$ cat config.mk
export PLATFORM = sky130hd
export DESIGN_NAME = instr_fetch_unit
export DESIGN_NICKNAME = d
export VERILOG_FILES = /design/src/rtl/instr_fetch_unit.sv
export SDC_FILE = /design/constraint.sdc
export NUM_CORES = 1
export LEC_CHECK = 0
export ABC_AREA = 1
export BUFFER_PORTS_ARGS = -buffer_cell sky130_fd_sc_hd__buf_2
export CORE_MARGIN = 5
export CORE_UTILIZATION = 56
export CTS_CLUSTER_DIAMETER = 60
export DETAILED_ROUTE_END_ITERATION = 8
export PLACE_DENSITY = 0.87
export SETUP_SLACK_MARGIN = 0.05
export SLEW_MARGIN = 20
export SYNTH_ARGS = -nofsm -noshare
export SYNTH_HDL_FRONTEND = slang
export SYNTH_SLANG_ARGS = --single-unit
$ cat constraint.sdc
create_clock -name clk -period 4.2 [get_ports clk]
set_input_delay 1.05 -clock clk [delete_from_list [all_inputs] [get_ports clk]]
set_output_delay 1.05 -clock clk [all_outputs]
set_load 0.02 [all_outputs]
$ cat src/rtl/instr_fetch_unit.sv
// Instruction fetch unit: issues one imem request at a time from the incoming PC,
// queues {pc, instr} pairs for decode and flushes everything on a redirect.
module instr_fetch_unit #(
   parameter int ADDR_W     = 11,
   parameter int INSTR_W    = 32,
   parameter int FIFO_DEPTH = 2
) (
   input  logic               clk,
   input  logic               rst,
   input  logic [ADDR_W-1:0]  pc,
   input  logic               redirect,
   output logic               pc_en,
   output logic               imem_req_valid,
   output logic [ADDR_W-1:0]  imem_req_addr,
   input  logic               imem_req_ready,
   input  logic               imem_rsp_valid,
   input  logic [INSTR_W-1:0] imem_rsp_data,
   output logic               instr_valid,
   output logic [INSTR_W-1:0] instr_data,
   output logic [ADDR_W-1:0]  instr_pc,
   input  logic               instr_ready,
   output logic [1:0]         dbg_state
);

   localparam int PTR_W = $clog2(FIFO_DEPTH);
   localparam int CNT_W = $clog2(FIFO_DEPTH + 1);

   typedef enum logic [1:0] {
      S_IDLE = 2'd0,
      S_REQ  = 2'd1,
      S_WAIT = 2'd2,
      S_DROP = 2'd3
   } state_t;

   state_t                      r_state;
   logic [ADDR_W-1:0]           r_pending_pc;
   logic [CNT_W-1:0]            r_count;
   logic [PTR_W-1:0]            r_wr_ptr;
   logic [PTR_W-1:0]            r_rd_ptr;
   logic [ADDR_W+INSTR_W-1:0]   r_mem [FIFO_DEPTH];
   logic [ADDR_W-1:0]           r_head_pc;
   logic [INSTR_W-1:0]          r_head_data;

   logic                        w_not_full;
   logic                        w_fire;
   logic                        w_push;
   logic                        w_pop;
   logic [CNT_W-1:0]            w_cnt_mid;
   logic [PTR_W-1:0]            w_rd_next;

   // Handshakes: a transfer happens on a cycle where valid and ready are both high.
   // A raised request keeps its address until accepted; only redirect withdraws it.
   assign w_not_full     = (r_count < CNT_W'(FIFO_DEPTH));
   assign imem_req_valid = (r_state == S_REQ) && w_not_full && !redirect;
   assign imem_req_addr  = (r_state == S_IDLE) ? '0 : pc;
   assign w_fire         = imem_req_valid & imem_req_ready;
   assign pc_en          = w_fire | redirect;

   assign w_push    = (r_state == S_WAIT) && imem_rsp_valid && !redirect;
   assign w_pop     = instr_valid & instr_ready;
   assign w_cnt_mid = r_count - CNT_W'(w_pop);
   assign w_rd_next = r_rd_ptr + PTR_W'(w_pop);

   assign instr_valid = (r_count != '0);
   assign instr_data  = r_head_data;
   assign instr_pc    = r_head_pc;
   assign dbg_state   = r_state;

   always_ff @(posedge clk or posedge rst) begin
      if (rst) begin
         r_state      <= S_IDLE;
         r_pending_pc <= '0;
      end else begin
         case (r_state)
            S_IDLE: r_state <= S_REQ;
            S_REQ: begin
               if (w_fire) begin
                  r_pending_pc <= pc;
                  r_state      <= S_WAIT;
               end
            end
            S_WAIT: begin
               if (imem_rsp_valid)
                  r_state <= S_REQ;
               else if (redirect)
                  r_state <= S_DROP;
            end
            // The abandoned response still has to drain before issuing again.
            S_DROP: begin
               if (imem_rsp_valid)
                  r_state <= S_REQ;
            end
            default: r_state <= S_IDLE;
         endcase
      end
   end

   always_ff @(posedge clk or posedge rst) begin
      if (rst) begin
         r_count     <= '0;
         r_wr_ptr    <= '0;
         r_rd_ptr    <= '0;
         r_head_pc   <= '0;
         r_head_data <= '0;
      end else if (redirect) begin
         r_count  <= '0;
         r_wr_ptr <= '0;
         r_rd_ptr <= '0;
      end else begin
         r_count  <= w_cnt_mid + CNT_W'(w_push);
         r_rd_ptr <= w_rd_next;
         if (w_push)
            r_wr_ptr <= r_wr_ptr + PTR_W'(1);
         // Head registers only move onto a live entry, so they hold while empty.
         if (w_push && (w_cnt_mid == '0)) begin
            r_head_pc   <= r_pending_pc;
            r_head_data <= imem_rsp_data;
         end else if (w_pop && (w_cnt_mid != '0)) begin
            {r_head_pc, r_head_data} <= r_mem[w_rd_next];
         end
      end
   end

   always_ff @(posedge clk) begin
      if (w_push)
         r_mem[r_wr_ptr] <= {r_pending_pc, imem_rsp_data};
   end

endmodule

Yosys cells after proc, flatten, opt, wreduce, memory -nomap -nowiden
Memories as Yosys holds them, arrays and structs flattened.
Index checks and enable logic that the tools add are counted.
{"block": "word_totals", "reg_bits": 60, "ram_bits": 86, "in_bits": 49, "elab_cells": 55, "memories": 1}
{"block": "op_classes", "add_sub_neg": 4, "order_cmp": 1, "n_eq_ne": 6, "muxes": 16, "bitwise_logic": 4, "n_reduce_logical": 16}
{"memory": "r_mem", "words": 2, "width": 43, "rd": 1, "rd_ports_with_merged_regs": 0, "wr": 1, "line_no": "40", "rtl": "logic [ADDR_W+INSTR_W-1:0] r_mem [FIFO_DEPTH];"}
{"op": "2-to-1 mux 32 bit", "n": 2}
{"op": "2-to-1 mux 11 bit", "n": 3}
{"op": "2-to-1 mux 2 bit", "n": 5}
{"op": "case mux 2 bit (4 select lines)", "n": 1}
{"op": "nonzero test 2 bit", "n": 4}
{"op": "logical AND 1 bit", "n": 6}
{"op": "2-to-1 mux 1 bit", "n": 5}
{"op": "equality test 2 bit (second input constant)", "n": 2}
{"op": "zero test 2 bit", "n": 2}
{"op": "!= test 2 bit (second input constant)", "n": 2}
{"op": "AND reduction 2 bit", "n": 2}
{"op": "!= test 3 bit (second input constant)", "n": 1}
{"op": "AND reduction 3 bit", "n": 1}
{"op": "adder 2 x 1 -> 2 bit", "n": 1}
{"op": "bitwise AND 1 bit", "n": 2}
{"op": "equality test 2 x 1 -> 1 bit (second input constant)", "n": 1}
{"op": "less-than comparator 2 bit (second input constant)", "n": 1}
{"op": "subtractor 2 x 1 -> 2 bit", "n": 1}
{"op": "adder 1 bit", "n": 1}
{"op": "adder 1 bit (second input constant)", "n": 1}
{"op": "zero test 1 bit", "n": 1}
{"op": "inverter 1 bit", "n": 1}
{"op": "bitwise OR 1 bit", "n": 1}

Logic depth before layout (Yosys ltp)
{"block": "depth", "word_depth": 7, "mapped_depth": 16}

Worst setup path after synthesis
No wires, ideal clock.
{"block": "synth_path", "path_kind": "input-to-reg", "from": "input port redirect", "to": "memory r_mem[0][0] (netlist bit) (enable)", "setup_ps": 443, "t_arrival_ps": 3474, "path_slack_ps": 282, "cell_stages": 5, "path_cell_list": "buf_6 -> nor2_4 -> buf_2 -> inv_1 -> nor2_1"}
{"block": "synth_between", "elab_chain_len": 4}
{"element": "start, declared", "line_no": "11", "rtl": "input logic redirect,"}
{"element": "zero test 1 bit", "line_no": "59", "rtl": "assign w_push = (r_state == S_WAIT) && imem_rsp_valid && !redirect;"}
{"element": "logical AND 1 bit", "line_no": "59"}
{"element": "2-to-1 mux 1 bit", "line_no": "125", "rtl": "if (w_push)"}
{"element": "2-to-1 mux 1 bit (implied by the code)", "line_no": "126", "rtl": "r_mem[r_wr_ptr] <= {r_pending_pc, imem_rsp_data};"}
{"element": "end, declared", "line_no": "40"}
Every way passes these cells.

Worst setup path in the final report
{"block": "layout_path", "from": "input port redirect", "to": "output port pc_en"}
{"block": "layout_between", "elab_chain_len": 4}
{"element": "zero test 1 bit", "line_no": "54", "rtl": "assign imem_req_valid = (r_state == S_REQ) && w_not_full && !redirect;"}
{"element": "logical AND 1 bit", "line_no": "54"}
{"element": "bitwise AND 1 bit", "line_no": "56", "rtl": "assign w_fire = imem_req_valid & imem_req_ready;"}
{"element": "bitwise OR 1 bit (*)", "line_no": "57", "rtl": "assign pc_en = w_fire | redirect;"}
{"element": "end, declared", "line_no": "12", "rtl": "output logic pc_en,"}
Every way passes the cells marked *; elsewhere a longest branch is shown, timed or not.

==> metrics.txt <==
crit-path max FO=24; die height=~120 um; compound-gate portion of the synthesized area=around 1.3%; IO buf count=around 110; Power Dens Cells=between 600 and 700 nW/um2; CTS buffer count=17; XOR/XNOR share of the synthesized area=less than 1%; Pwr Total=around 5.3 mW; CTS tree=done; DP Cell Count=938; Area after DPL=just over 7000 um2; P&R area growth vs syn=17.67%; hold crit path type=reg2reg; TNS Setup=0 ns; Max transition margin=37.68%; die area=between 10000 and 15000 um2; post-synth cell types=26; final net count=869; leakage=between 3 and 4 nW; GRT Util Overall=between 20% and 30%; final setup vio count=0; logic gate share of total power=about a third; Clk pwr share=27.2%; H-tree depth=4; nature of the critical path endpoint=output port; CP startpoint kind=input port; critical path data required time=between 3 and 4 ns; Synth Area in Simple Gates=between 20% and 30%; RSZ-0062 raised after global routing=false; Initial Utilization=between 50% and 60%; largest family of logic cells by synthesized area=simple AND/OR/NAND/NOR gates; fmax=between 300 and 400 MHz; Ports=108; core area=about 12000 um2; synthesized area=6635 um2; number of global-route vias before repair=5179; sw power=2.051 mW; Detailed Place HPWL=approximately 9 mm; die width=118.9 um; final hold vios=0; CTS clk-pin slew, worst paths=approximately 0.060 ns; flops & latches, synth=roughly 150; P_int=between 3 and 4 mW; first-pass GRT wire length=between 20 and 25 mm; status=finished clean; maximum clock insertion buffer count=2; post-route cell area=between 7000 and 8000 um2; syn_nets=about 770; drc violations=0; ANT nets after route=0; vias=5127; CTS Sinks=about 150; Ys Warns=0; sw frac=38.87%; Max Cap Violations=0; Crit Path Category=in2out; Async SR Flop Fraction=between 40% and 50%; largest net degree at the start of global routing=45; Seq/Total Area, Yosys=61.55%; CTS resizes=0; Clock Skew=about 0.0095 ns; Slew Limit Fails=0; drt via density=around 5.3; synthesized instance count=just over 700; most frequent cells in the layout=237 x nand2_1, 107 x buf_2, 100 x inv_1; Post-synth EDFFs=between 80 and 90; Tightest Pin Transition=0.9315 ns; share of cells above drive strength 1=between 10% and 20%; postcts setup bufs=0; CP arrival=about 2.2 ns; Clock Latency Late Sink=around 0.42 ns; final instance count without filler cells=~970; initial antenna violation count=2; mux share of post-synthesis cell area=0%; final WL=roughly 15 mm; most common cell after layout, fill and taps aside=nand2_1; Final period util=between 70% and 80%; Overflow after GRT=0; Final Critical Period=around 3.3 ns; syn_area_per_cell=9.228 um2; cell row count=39; Worst IR Drop VDD=0.6035 mV; Post-synth top flop=edfxtp_1; Post-Synth Adder-Cell Area=under 10%; Flop pwr share=a little under two fifths; TritonRoute pass-1 iters=5; root buf cell=clkbuf_16; Avg WL per Cell=between 15 and 20 um; initial DRC count=approximately 450; cts-stage hold buffer count=0; GPL Wtd Cong=slightly below 0.8
[state kept, by name (all words and copies together), names as in the netlist]
signal and flops:
r_mem 86, instr_data 32, instr_pc 11, r_pending_pc 11, dbg_state 2, r_count 2, r_rd_ptr 1, r_wr_ptr 1
[power groups by stage]
stage / combinational [mW] / clock, mW / sequential (mW)
floorplan: 1.07 / 0 / 2.22
global placement: 1.76 / 0 / 2.02
detailed placement: 1.83 / 0 / 2.02
CTS: 1.85 / 1.45 / 2.00
global route: 2.03 / 1.53 / 2.03
finish: 1.84 / 1.44 / 2.00
[synth_stat cells (2+ instances only)]
| cell | instances | area (um2) |
|---|---|---|
| nand4_1 | 43 | 269.0 |
| nand2_2 | 5 | 31.28 |
| buf_2 | 16 | 80.08 |
| clkbuf_1 | 14 | 52.55 |
| nor3_1 | 2 | 10.01 |
| o21ai_0 | 14 | 70.07 |
| inv_2 | 2 | 7.510 |
| buf_4 | 8 | 60.06 |
| edfxtp_1 | 86 | 2582 |
| nand3_1 | 87 | 435.4 |
| ha_1 | 6 | 75.07 |
| nor2_1 | 17 | 63.81 |
| inv_1 | 101 | 379.1 |
| dfrtp_1 | 60 | 1501 |
| nand2_1 | 237 | 889.6 |
| clkinv_1 | 11 | 41.29 |
[final cells by class]
cell class | count | area, um2
tap | 143 | 178.9
clock inverter | 10 | 68.82
sequential | 146 | 4084
clock buffer | 22 | 506.7
timing repair buffer | 117 | 610.6
fill | 879 | 3709
antenna | 1 | 2.502
inverter | 114 | 427.9
multi-input combinational | 418 | 1928
[critical path, cell delays in order]
cell,delay (ns)
buf_2,0.16
nor3_1,0.27
nand2_1,0.42
nand2_1,0.15
buf_2,0.18
[through the flow]
stage	setup slack [ns]	hold slack, ns	util [%]
floorplan	0.2821	0.4641	-
global placement	0.9464	0.4577	62.78
detailed placement	0.8199	0.4604	62.78
global route	0.6915	0.4874	67.80
CTS	0.9192	0.4765	67.77
finish	0.9244	0.4723	67.80
[routing by layer]
metal | global-route usage [%] | vias up | part of all wire [%]
met3 | 5.498 | 27 | 7.2
li1 | - | 2507 | -
met2 | 37.05 | 195 | 50
met1 | 27.59 | 2396 | 41
met4 | 9.269 | 2 | 1.9
met5 | 0 | - | 0.11
[logic make-up after synthesis]
kind of cell / Yosys count
AOI/OAI and AO/OA: 17
xor gates and xnor gates: 1
adders and majority gates: 6
buffers and inverters: 155
DFF: 146
and+or+nand+nor: 394
[path summary, 6_finish.rpt]
kind	from	endpoint	slack [ns]	depth (start not counted)
max in group asynchronous	rst	dbg_state[1]	2.55	3
min	instr_data[22]	instr_data[22]	0.47	2
max reg2reg	r_count[1]	instr_pc[9]	1.38	11
min in group asynchronous	rst	instr_data[31]	0.82	2
max	redirect	pc_en	0.92	5
min reg2reg	instr_data[22]	instr_data[22]	0.47	2
Note: power is estimated with default switching activity, not from simulation.
